### src/rtl/fnd_display_arbiter_if.sv
// Request/display bundle between two requesters and the FND display arbiter.
interface fnd_display_arbiter_if;
  logic        req_a;
  logic [13:0] data_a;
  logic        ack_a;
  logic        req_b;
  logic [13:0] data_b;
  logic        ack_b;
  logic [13:0] disp_value;
  logic        disp_src;
  logic        disp_ovf;
  logic [1:0]  scan_sel;
  logic [3:0]  digit_mask;

  // Requester / environment side
  modport master (
    output req_a, data_a, req_b, data_b,
    input  ack_a, ack_b, disp_value, disp_src, disp_ovf, scan_sel, digit_mask
  );

  // Arbiter side
  modport slave (
    input  req_a, data_a, req_b, data_b,
    output ack_a, ack_b, disp_value, disp_src, disp_ovf, scan_sel, digit_mask
  );
endinterface

### src/rtl/fnd_display_arbiter.sv
// Two-requester round-robin arbiter for a 4-digit FND display.
// A grant lasts HOLD_TICKS scan ticks; the scan digit select free-runs on the tick.
module fnd_display_arbiter #(
  parameter int TICK_DIV   = 100000,
  parameter int HOLD_TICKS = 1000
) (
  input logic                 clk,
  input logic                 rst,
  fnd_display_arbiter_if.slave bus
);

  localparam int TW = (TICK_DIV   > 1) ? $clog2(TICK_DIV)   : 1;
  localparam int HW = (HOLD_TICKS > 1) ? $clog2(HOLD_TICKS) : 1;
  localparam logic [TW-1:0] TICK_LAST = TW'(TICK_DIV - 1);
  localparam logic [HW-1:0] HOLD_LOAD = HW'(HOLD_TICKS - 1);
  localparam logic [13:0]   MAX_VAL   = 14'd9999;

  typedef enum logic [1:0] {IDLE, GRANT_A, GRANT_B} state_t;

  state_t      state_q, state_d;
  logic [TW-1:0] tick_cnt_q, tick_cnt_d;
  logic [HW-1:0] hold_q, hold_d;
  logic [1:0]  scan_q, scan_d;
  logic        rr_q, rr_d;          // last served: 0=A, 1=B
  logic [13:0] val_q, val_d;
  logic        src_q, src_d;
  logic        ovf_q, ovf_d;
  logic [3:0]  mask_q, mask_d;
  logic        ack_a_q, ack_a_d;
  logic        ack_b_q, ack_b_d;

  logic        tick;
  logic        grant_a, grant_b, refresh;
  logic        load, load_b;
  logic [13:0] raw;

  assign tick = (tick_cnt_q == TICK_LAST);

  // Tick divider and free-running digit scan, independent of arbitration
  always_comb begin
    tick_cnt_d = tick ? '0 : tick_cnt_q + 1'b1;
    scan_d     = tick ? scan_q + 2'd1 : scan_q;
  end

  // Arbitration FSM: next state, grant decisions and display data path
  always_comb begin
    state_d = state_q;
    hold_d  = hold_q;
    rr_d    = rr_q;
    val_d   = val_q;
    src_d   = src_q;
    ovf_d   = ovf_q;
    ack_a_d = 1'b0;
    ack_b_d = 1'b0;
    grant_a = 1'b0;
    grant_b = 1'b0;
    refresh = 1'b0;
    raw     = '0;

    case (state_q)
      IDLE: begin
        if (bus.req_a && bus.req_b) begin
          grant_a = rr_q;
          grant_b = !rr_q;
        end else begin
          grant_a = bus.req_a;
          grant_b = bus.req_b;
        end
      end
      GRANT_A: begin
        if (tick && hold_q == '0) begin
          // Expiry: the other side gets priority, then the owner, else idle
          if (bus.req_b)      grant_b = 1'b1;
          else if (bus.req_a) grant_a = 1'b1;
          else                state_d = IDLE;
        end else begin
          if (tick) hold_d = hold_q - 1'b1;
          refresh = bus.req_a;
        end
      end
      GRANT_B: begin
        if (tick && hold_q == '0) begin
          if (bus.req_a)      grant_a = 1'b1;
          else if (bus.req_b) grant_b = 1'b1;
          else                state_d = IDLE;
        end else begin
          if (tick) hold_d = hold_q - 1'b1;
          refresh = bus.req_b;
        end
      end
      default: state_d = IDLE;
    endcase

    if (grant_a) begin
      state_d = GRANT_A;
      hold_d  = HOLD_LOAD;
      rr_d    = 1'b0;
      src_d   = 1'b0;
      ack_a_d = 1'b1;
    end else if (grant_b) begin
      state_d = GRANT_B;
      hold_d  = HOLD_LOAD;
      rr_d    = 1'b1;
      src_d   = 1'b1;
      ack_b_d = 1'b1;
    end

    // A refresh always comes from the current owner; a grant from the new one
    load   = grant_a || grant_b || refresh;
    load_b = grant_b || (refresh && state_q == GRANT_B);
    raw    = load_b ? bus.data_b : bus.data_a;
    if (load) begin
      ovf_d = (raw > MAX_VAL);
      val_d = (raw > MAX_VAL) ? MAX_VAL : raw;
    end

    // Leading-zero blanking follows the value that will be shown next cycle
    if (state_d == IDLE) mask_d = 4'b0000;
    else mask_d = {val_d >= 14'd1000, val_d >= 14'd100, val_d >= 14'd10, 1'b1};
  end

  // State registers with synchronous active-low reset
  always_ff @(posedge clk) begin
    if (!rst) begin
      state_q    <= IDLE;
      tick_cnt_q <= '0;
      hold_q     <= '0;
      scan_q     <= '0;
      rr_q       <= 1'b1;   // pretend B was last so A wins the first tie
      val_q      <= '0;
      src_q      <= 1'b0;
      ovf_q      <= 1'b0;
      mask_q     <= '0;
      ack_a_q    <= 1'b0;
      ack_b_q    <= 1'b0;
    end else begin
      state_q    <= state_d;
      tick_cnt_q <= tick_cnt_d;
      hold_q     <= hold_d;
      scan_q     <= scan_d;
      rr_q       <= rr_d;
      val_q      <= val_d;
      src_q      <= src_d;
      ovf_q      <= ovf_d;
      mask_q     <= mask_d;
      ack_a_q    <= ack_a_d;
      ack_b_q    <= ack_b_d;
    end
  end

  assign bus.ack_a      = ack_a_q;
  assign bus.ack_b      = ack_b_q;
  assign bus.disp_value = val_q;
  assign bus.disp_src   = src_q;
  assign bus.disp_ovf   = ovf_q;
  assign bus.scan_sel   = scan_q;
  assign bus.digit_mask = mask_q;

endmodule

### src/flat_wrapper.sv
// flat-port wrapper written by rule: the top's interface ports become plain ports
module fnd_display_arbiter_flat 
#(
  parameter int TICK_DIV   = 100000,
  parameter int HOLD_TICKS = 1000
)
  (clk, rst, bus_req_a, bus_data_a, bus_req_b, bus_data_b, bus_ack_a, bus_ack_b, bus_disp_value, bus_disp_src, bus_disp_ovf, bus_scan_sel, bus_digit_mask);
  fnd_display_arbiter_if bus_i ();
  input logic clk;
  input logic rst;
  input wire logic [$bits(bus_i.req_a)-1:0] bus_req_a;
  input wire logic [$bits(bus_i.data_a)-1:0] bus_data_a;
  input wire logic [$bits(bus_i.req_b)-1:0] bus_req_b;
  input wire logic [$bits(bus_i.data_b)-1:0] bus_data_b;
  output wire logic [$bits(bus_i.ack_a)-1:0] bus_ack_a;
  output wire logic [$bits(bus_i.ack_b)-1:0] bus_ack_b;
  output wire logic [$bits(bus_i.disp_value)-1:0] bus_disp_value;
  output wire logic [$bits(bus_i.disp_src)-1:0] bus_disp_src;
  output wire logic [$bits(bus_i.disp_ovf)-1:0] bus_disp_ovf;
  output wire logic [$bits(bus_i.scan_sel)-1:0] bus_scan_sel;
  output wire logic [$bits(bus_i.digit_mask)-1:0] bus_digit_mask;
  assign bus_i.req_a = bus_req_a;
  assign bus_i.data_a = bus_data_a;
  assign bus_i.req_b = bus_req_b;
  assign bus_i.data_b = bus_data_b;
  assign bus_ack_a = bus_i.ack_a;
  assign bus_ack_b = bus_i.ack_b;
  assign bus_disp_value = bus_i.disp_value;
  assign bus_disp_src = bus_i.disp_src;
  assign bus_disp_ovf = bus_i.disp_ovf;
  assign bus_scan_sel = bus_i.scan_sel;
  assign bus_digit_mask = bus_i.digit_mask;
  fnd_display_arbiter #(.TICK_DIV(TICK_DIV), .HOLD_TICKS(HOLD_TICKS)) u_core (.clk(clk), .rst(rst), .bus(bus_i));
endmodule
### config.mk
export PLATFORM = sky130hd
export DESIGN_NAME = fnd_display_arbiter_flat
export DESIGN_NICKNAME = d
export VERILOG_FILES = /design/src/rtl/fnd_display_arbiter_if.sv /design/src/rtl/fnd_display_arbiter.sv /design/src/flat_wrapper.sv
export SDC_FILE = /design/constraint.sdc
export NUM_CORES = 1
export LEC_CHECK = 0
export ABC_CLOCK_PERIOD_IN_PS = 6600
export CAP_MARGIN = 30
export CORE_MARGIN = 2
export CORE_UTILIZATION = 55
export DETAILED_ROUTE_END_ITERATION = 12
export PLACE_DENSITY = 0.81
export SLEW_MARGIN = 20
export SYNTH_ARGS = -nofsm -noshare
export SYNTH_HDL_FRONTEND = slang
export SYNTH_SLANG_ARGS = --single-unit
### constraint.sdc
create_clock -name clk -period 6.6 [get_ports clk]
set_input_delay 1.32 -clock clk [delete_from_list [all_inputs] [get_ports clk]]
set_output_delay 1.32 -clock clk [all_outputs]
set_load 0.03 [all_outputs]
==> results.cfg, run 1 <==
[status]
status = complete, no violations

[grt]
grt_max_degree = 19
grt_pass1_vias = 2349
overflow = 0
grt_pass1_wl_um = 10700
grtUsageTotal_pct = 24.5
antenna_found_initial = 0

[detailed_routing]
drt_first_iter_violations = 165
ant_nets = 0
via_per_inst = 5.57
wire_per_inst_um = 14.8
drt-total-wl_um = 6690
vias = 2516
drc = 0
drtPass1Iterations = 6

[layout]
fin_nets = 423
layout-drive-gt1-share_pct = 5.19
syn_to_final_growth_pct = 25.7
fin_area_sq_um = 3520
nFillCells = 399
num_antenna_cells = 0

[die]
die_area_sq_um = 5680
core_area_sq_um = 4820
start_util_pct = 58.1
die_y_um = 75.4
die_width_um = 75.4
num_io_pins = 56
rows = 25

[logic_synthesis]
syn_inst = 330
syn_nets = 369
synth_cell_type_count = 56
synth_area_leader_cell = dfxtp_1
synth-seq-cells = 54
async_flop_share_pct = 0
synth_edf_count = 0
netlist_area_sq_um = 2800
ys_top_cells_by_area = dfxtp_1 (39%), nor2_1 (6.3%), a21oi_1 (5.0%), xor2_1 (4.7%), mux2i_1 (3.9%)
yosysSeqAreaShare_pct = 38.6
synth_top_area_share_pct = 38.6
yosysWarnings = 0
synthFlopType = dfxtp_1
avgSynthCellArea_sq_um = 8.49

[cts]
cts_tree = done
cts-root-buf = clkbuf_8
cts_buffer_depth = 2
h-tree-depth = 2
cts_hold_buffers = 0
cts_buffers = 5
clock-sinks = 54
cts_resized = 0
clock_latency_ns = 0.30
post_cts_buffers = 0
clk_pin_slew_ns = 0.09

[setup_path]
r2r_cells = 11
cp.arrival_ns = 4.30
worst-path-buf-inv = 3
r2r-end = u_core.bus.digit_mask[1]$_SDFF_PP0_
crit_path_end_kind = register
rrSetupSlack_ns = 3.14
cpMaxStageDelayCell = a2111oi_2
cp_max_fo = 13
cp_top_family = compound AO/OA/AOI/OAI gates
cp.required_ns = 6.78
rr_startpoint = u_core.tick_cnt_q[0]$_SDFF_PP0_
start_kind = primary input
cpPeakStageDelay_ns = 0.67
crit_path_cell_trace = clkdlybuf4s50_1 > inv_1 > a2111oi_2 > a41o_1 > o22ai_2 > buf_8 > mux2i_1 > o21ai_2 > a2111oi_4 > and3_1 > a31oi_1
crit_type = primary input to register

[hold_path]
hold_path_end = u_core.bus.disp_src$_SDFFE_PP0P_
hold_depth = 2
worstHoldStart = u_core.bus.disp_src$_SDFFE_PP0P_
hp-class = register to register

[sta]
relSlewSlack_pct = 41.2
tns_ns = 0
setup_violations = 0
layout_min_cycle_time_ns = 4.12
slew_viol_final = 0
worst_pin_slew_ns = 0.871
rsz0062_at_grt = no
max_freq_mhz = 243
hold_viol = 0
timing.final.crit_share_pct = 62.4
finalClockSkew_ns = 0.00658

[power]
p_leak_nw = 1.39
power-per-cell-area_nw_per_um2 = 285
ir_drop_v = 0.000180

[run]
drv_cap = 0

[placed_design]
place_area_sq_um = 3390
io_buffers = 55
dp_hpwl_um = 5180
gp_congestion = 0.895
[metal layers]
layer  share of wire (%)  vias to the layer above  GRT usage (%)  wire, um
met5                   0                        -              0         0
met2                  48                       69           42.3      3190
met4                 1.3                        0           7.02        89
met1                  47                     1160           31.8      3110
li1                    -                     1276              -         -
met3                 4.4                       11           3.70       295
[logic make-up (layout without fill, tap and decap cells)]
group / Yosys count / in the layout / share of synthesized area (%)
multiplexers: 12 / 12 / 4.33
AO/OA/AOI/OAI: 73 / 73 / 18.1
adder cells (fa/ha/maj): 7 / 7 / 3.13
XOR/XNOR: 24 / 24 / 7.51
AND/OR/NAND/NOR: 132 / 132 / 24.2
buffers and inverters: 28 / 83 / 4.16
flip-flops: 54 / 54 / 38.6
[sequential cells by signal, summed over array words and instances, names as in the netlist]
name                   flops
u_core.tick_cnt_q         17
u_core.bus.scan_sel        2
u_core.rr_q                1
u_core.state_q             2
u_core.hold_q             10
u_core.bus.disp_ovf        1
u_core.bus.digit_mask      4
u_core.bus.disp_value     14
u_core.bus.ack_a           1
u_core.bus.disp_src        1
u_core.bus.ack_b           1
[metrics by stage]
step                util (%)  instances  setup slack [ns]  hold slack (ns)  power (mW)
finish                  73.1        452              2.48            0.462        1.00
global route            73.1        452              2.26            0.477        1.05
floorplan                  -        330              3.23            0.430       0.652
global placement        70.4        443              2.21            0.433       0.776
CTS                     72.8        451              2.44            0.470        1.00
detailed placement      70.4        443              2.12            0.455       0.782
[placed cells by master (no fill, tap or decap), types with 2 or more instances in the layout]
cell | netlist | routed
nand2b_1 | 2 | 2
nor2_1 | 47 | 47
a21o_1 | 2 | 2
a41oi_1 | 2 | 2
xor2_1 | 15 | 15
o21a_1 | 2 | 2
and4_1 | 2 | 2
xnor2_1 | 9 | 9
o32ai_1 | 2 | 2
a21oi_1 | 28 | 28
nor4_1 | 5 | 5
nor4bb_1 | 2 | 2
clkbuf_8 | 0 | 5
a41o_1 | 2 | 2
a31oi_1 | 3 | 3
o21ai_0 | 14 | 14
or3_1 | 8 | 8
nand3_1 | 13 | 13
inv_1 | 17 | 17
clkdlybuf4s50_1 | 0 | 55
ha_1 | 7 | 7
nand2_1 | 18 | 18
nand4_1 | 4 | 4
mux2i_1 | 11 | 11
and2_1 | 11 | 11
nor4b_1 | 2 | 2
nor3_1 | 6 | 6
o22ai_1 | 2 | 2
and3_1 | 5 | 5
dfxtp_1 | 54 | 54
[synthesized netlist by cell type (2+ instances only)]
master and count:
a21o_1 2, a21oi_1 28, a31oi_1 3, a41o_1 2
a41oi_1 2, and2_1 11, and3_1 5, and4_1 2
buf_2 3, buf_4 2, clkbuf_1 5, dfxtp_1 54
ha_1 7, inv_1 17, mux2i_1 11, nand2_1 18
nand2b_1 2, nand3_1 13, nand4_1 4, nor2_1 47
nor3_1 6, nor4_1 5, nor4b_1 2, nor4bb_1 2
o21a_1 2, o21ai_0 14, o22ai_1 2, o32ai_1 2
or3_1 8, xnor2_1 9, xor2_1 15
[report_power, final]
group | leakage (nW) | internal (mW) | switching (mW)
Sequential | 0.444 | 0.369 | 0.0305
Clock | 0.0585 | 0.114 | 0.108
Combinational | 0.887 | 0.160 | 0.221
Total | 1.39 | 0.643 | 0.360
[worst max path at each step]
stage               startpoint                             endpoint  slack, ns  depth (start not counted)
CTS                  bus_req_b  u_core.bus.digit_mask[1]$_SDFF_PP0_       2.44                         10
detailed placement   bus_req_b  u_core.bus.digit_mask[1]$_SDFF_PP0_       2.12                         10
global route         bus_req_a  u_core.bus.digit_mask[3]$_SDFF_PP0_       2.26                         11
floorplan            bus_req_a  u_core.bus.digit_mask[1]$_SDFF_PP0_       3.23                          9
finish               bus_req_b  u_core.bus.digit_mask[1]$_SDFF_PP0_       2.48                         11
global placement     bus_req_b  u_core.bus.digit_mask[1]$_SDFF_PP0_       2.21                         10
[worst reg2reg max path, cell delays in order (launching register included)]
cell,delay [ns]
dfxtp_1,0.34
ha_1,0.25
and4_1,0.27
and4_1,0.29
a41oi_1,0.76
o21ai_0,0.20
buf_4,0.23
o31a_1,0.15
nor2_1,0.33
o21ai_0,0.21
nor3_1,0.22
a31oi_1,0.10
[final cells by class]
cell class | count | area [sq um] | area share (%)
inverters | 18 | 67.6 | 1.92
clock buffers | 5 | 68.8 | 1.95
repair buffers | 57 | 573 | 16.3
multi-input cells | 248 | 1600 | 45.5
well taps | 67 | 83.8 | 2.38
flip-flops and latches | 54 | 1080 | 30.7
clock inverters | 3 | 43.8 | 1.24
Note: power is estimated with default switching activity, not from simulation.
==> run 2, diff against run 1 <==
ABC_CLOCK_PERIOD_IN_PS = 3800   (was 6600)
CORE_UTILIZATION = 51   (was 55)
PLACE_DENSITY = 0.76   (was 0.81)
clock period = 3.8 ns   (was 6.6 ns; I/O delays follow)
==> run 2 against run 1 <==
Sequential share of layout area fell by 0.37 points. Setup slack got worse by 1.9 ns. Largest cell class unchanged. Power rose by 74%. Clock power rose by 72%. Critical endpoint unchanged.
==> results.cfg, run 2 (same netlist as run 1, synthesis figures left out) <==
[status]
status = complete, no violations

[die]
core_area_sq_um = 5200
num_io_pins = 56
rows = 26
start_util_pct = 53.8
die_area_sq_um = 6100
die_y_um = 78.1
die_width_um = 78.1

[layout]
layout-drive-gt1-share_pct = 6.38
fin_nets = 430
multi_input_area_sq_um = 1600
syn_to_final_growth_pct = 27.3
final_common_cell = clkdlybuf4s50_1
num_antenna_cells = 0
regMostFlops = u_core.tick_cnt_q
largest_reg_flops = 17
nFillCells = 456
final_cell_mix = clkdlybuf4s50_1 (55), dfxtp_1 (54), nor2_1 (47)
seqCellArea_sq_um = 1080
layout.cells.non_filler = 462

[placed_design]
gp_congestion = 0.912
dpl.cell_count = 454
io_buffers = 55
dp_hpwl_um = 5180

[sta]
timing.final.crit_share_pct = 85.8
slew_viol_final = 0
worst_pin_slew_ns = 0.623
max_freq_mhz = 307
finalClockSkew_ns = 0.00572
hold_viol = 0
layout_min_cycle_time_ns = 3.26
rsz0062_at_grt = no
tns_ns = 0
relSlewSlack_pct = 58.1
setup_violations = 0

[grt]
overflow = 0
grtUsageTotal_pct = 22.6
grt_max_degree = 18
grt_pass1_vias = 2325
antenna_found_initial = 0
grt_pass1_wl_um = 11000

[detailed_routing]
drt_first_iter_violations = 138
drt-total-wl_um = 6750
wire_per_inst_um = 14.6
vias = 2530
drtPass1Iterations = 4
ant_nets = 0
drc = 0
via_per_inst = 5.48

[cts]
clock-sinks = 54
clk_pin_slew_ns = 0.09
post_cts_buffers = 0
cts_tree = done
cts_buffers = 5
clock_latency_ns = 0.31
cts_buffer_depth = 2
h-tree-depth = 2
cts_hold_buffers = 0
cts-root-buf = clkbuf_8
cts_resized = 0

[power]
pwr-share-clk_pct = 21.8
power-per-cell-area_nw_per_um2 = 491
seq_power_share_pct = 39.5
intPower_mw = 1.13
p_sw_share_pct = 35.6
ir_drop_v = 0.000354
p_leak_nw = 1.41
combPwrFrac_pct = 38.6
power.switching_mw = 0.622

[setup_path]
cpMaxStageDelayCell = clkdlybuf4s50_1
start_kind = primary input
cp_top_family = compound AO/OA/AOI/OAI gates
cp_max_fo = 6
crit_path_end_kind = register
crit_type = primary input to register
cp.required_ns = 3.99
worst-path-buf-inv = 2
cp.arrival_ns = 3.45
cpPeakStageDelay_ns = 0.56
crit_path_cell_trace = clkdlybuf4s50_1 > inv_1 > a311o_1 > or3_1 > a211o_1 > o22ai_4 > a21oi_1 > a2111oi_4 > and3_1 > a31oi_1

[run]
drv_cap = 0

[hold_path]
hp-class = register to register
[run 2: cell types whose count changed in the layout (fill, tap and decap cells not counted)]
| cell | delta |
|---|---|
| inv_6 | -1 |
| clkbuf_1 | +2 |
| buf_8 | -1 |
| clkinv_2 | -1 |
| buf_4 | +8 |
[run 2: power by group through the flow]
stage / registers, mW / logic (mW) / clock network [mW]
floorplan: 0.796 / 0.337 / 0
global placement: 0.702 / 0.666 / 0
detailed placement: 0.704 / 0.670 / 0
CTS: 0.691 / 0.675 / 0.387
global route: 0.700 / 0.729 / 0.415
finish: 0.691 / 0.676 / 0.382
[run 2: worst reg2reg max path: stages, from the launching register on]
cell and delay [ns]:
dfxtp_1 0.39, ha_1 0.24, and4_1 0.31, and4_1 0.43, a21oi_1 0.14, o22ai_2 0.40
buf_4 0.31, mux2_2 0.36, o22ai_1 0.20, and3_1 0.23, a31oi_1 0.08
[run 2: final cells by class]
type | count | area share (%)
well taps | 70 | 2.46
multi-input cells | 248 | 45.0
clock inverters | 1 | 0.843
clock buffers | 7 | 2.14
inverters | 18 | 1.90
repair buffers | 64 | 17.3
flip-flops and latches | 54 | 30.3
[run 2: path summary, 6_finish.rpt]
check | slack, ns | cells after the start | to | from
max | 0.54 | 10 | u_core.bus.digit_mask[1]$_SDFF_PP0_ | bus_req_a
min | 0.46 | 2 | u_core.bus.disp_src$_SDFFE_PP0P_ | u_core.bus.disp_src$_SDFFE_PP0P_
max reg2reg | 0.60 | 10 | u_core.bus.digit_mask[1]$_SDFF_PP0_ | u_core.tick_cnt_q[0]$_SDFF_PP0_
min reg2reg | 0.46 | 2 | u_core.bus.disp_src$_SDFFE_PP0P_ | u_core.bus.disp_src$_SDFFE_PP0P_
[run 2: routing by layer]
| layer | GRT usage, % | vias up | share of wire [%] |
|---|---|---|---|
| li1 | - | 1292 | - |
| met1 | 30.5 | 1175 | 49 |
| met2 | 36.5 | 55 | 46 |
| met3 | 5.17 | 8 | 3.9 |
| met4 | 6.14 | 0 | 1.0 |
| met5 | 0 | - | 0 |
[run 2: through the flow]
step | hold WS, ns | worst slack [ns] | utilization, % | instance area (sq um) | power (mW)
after floorplan | 0.430 | 0.987 | - | 2800 | 1.13
after global placement | 0.433 | 0.273 | 66.4 | 3460 | 1.37
after detailed placement | 0.451 | 0.233 | 66.4 | 3460 | 1.37
after CTS | 0.467 | 0.548 | 68.5 | 3560 | 1.75
after global routing | 0.487 | 0.343 | 68.5 | 3560 | 1.84
final | 0.461 | 0.541 | 68.5 | 3560 | 1.75
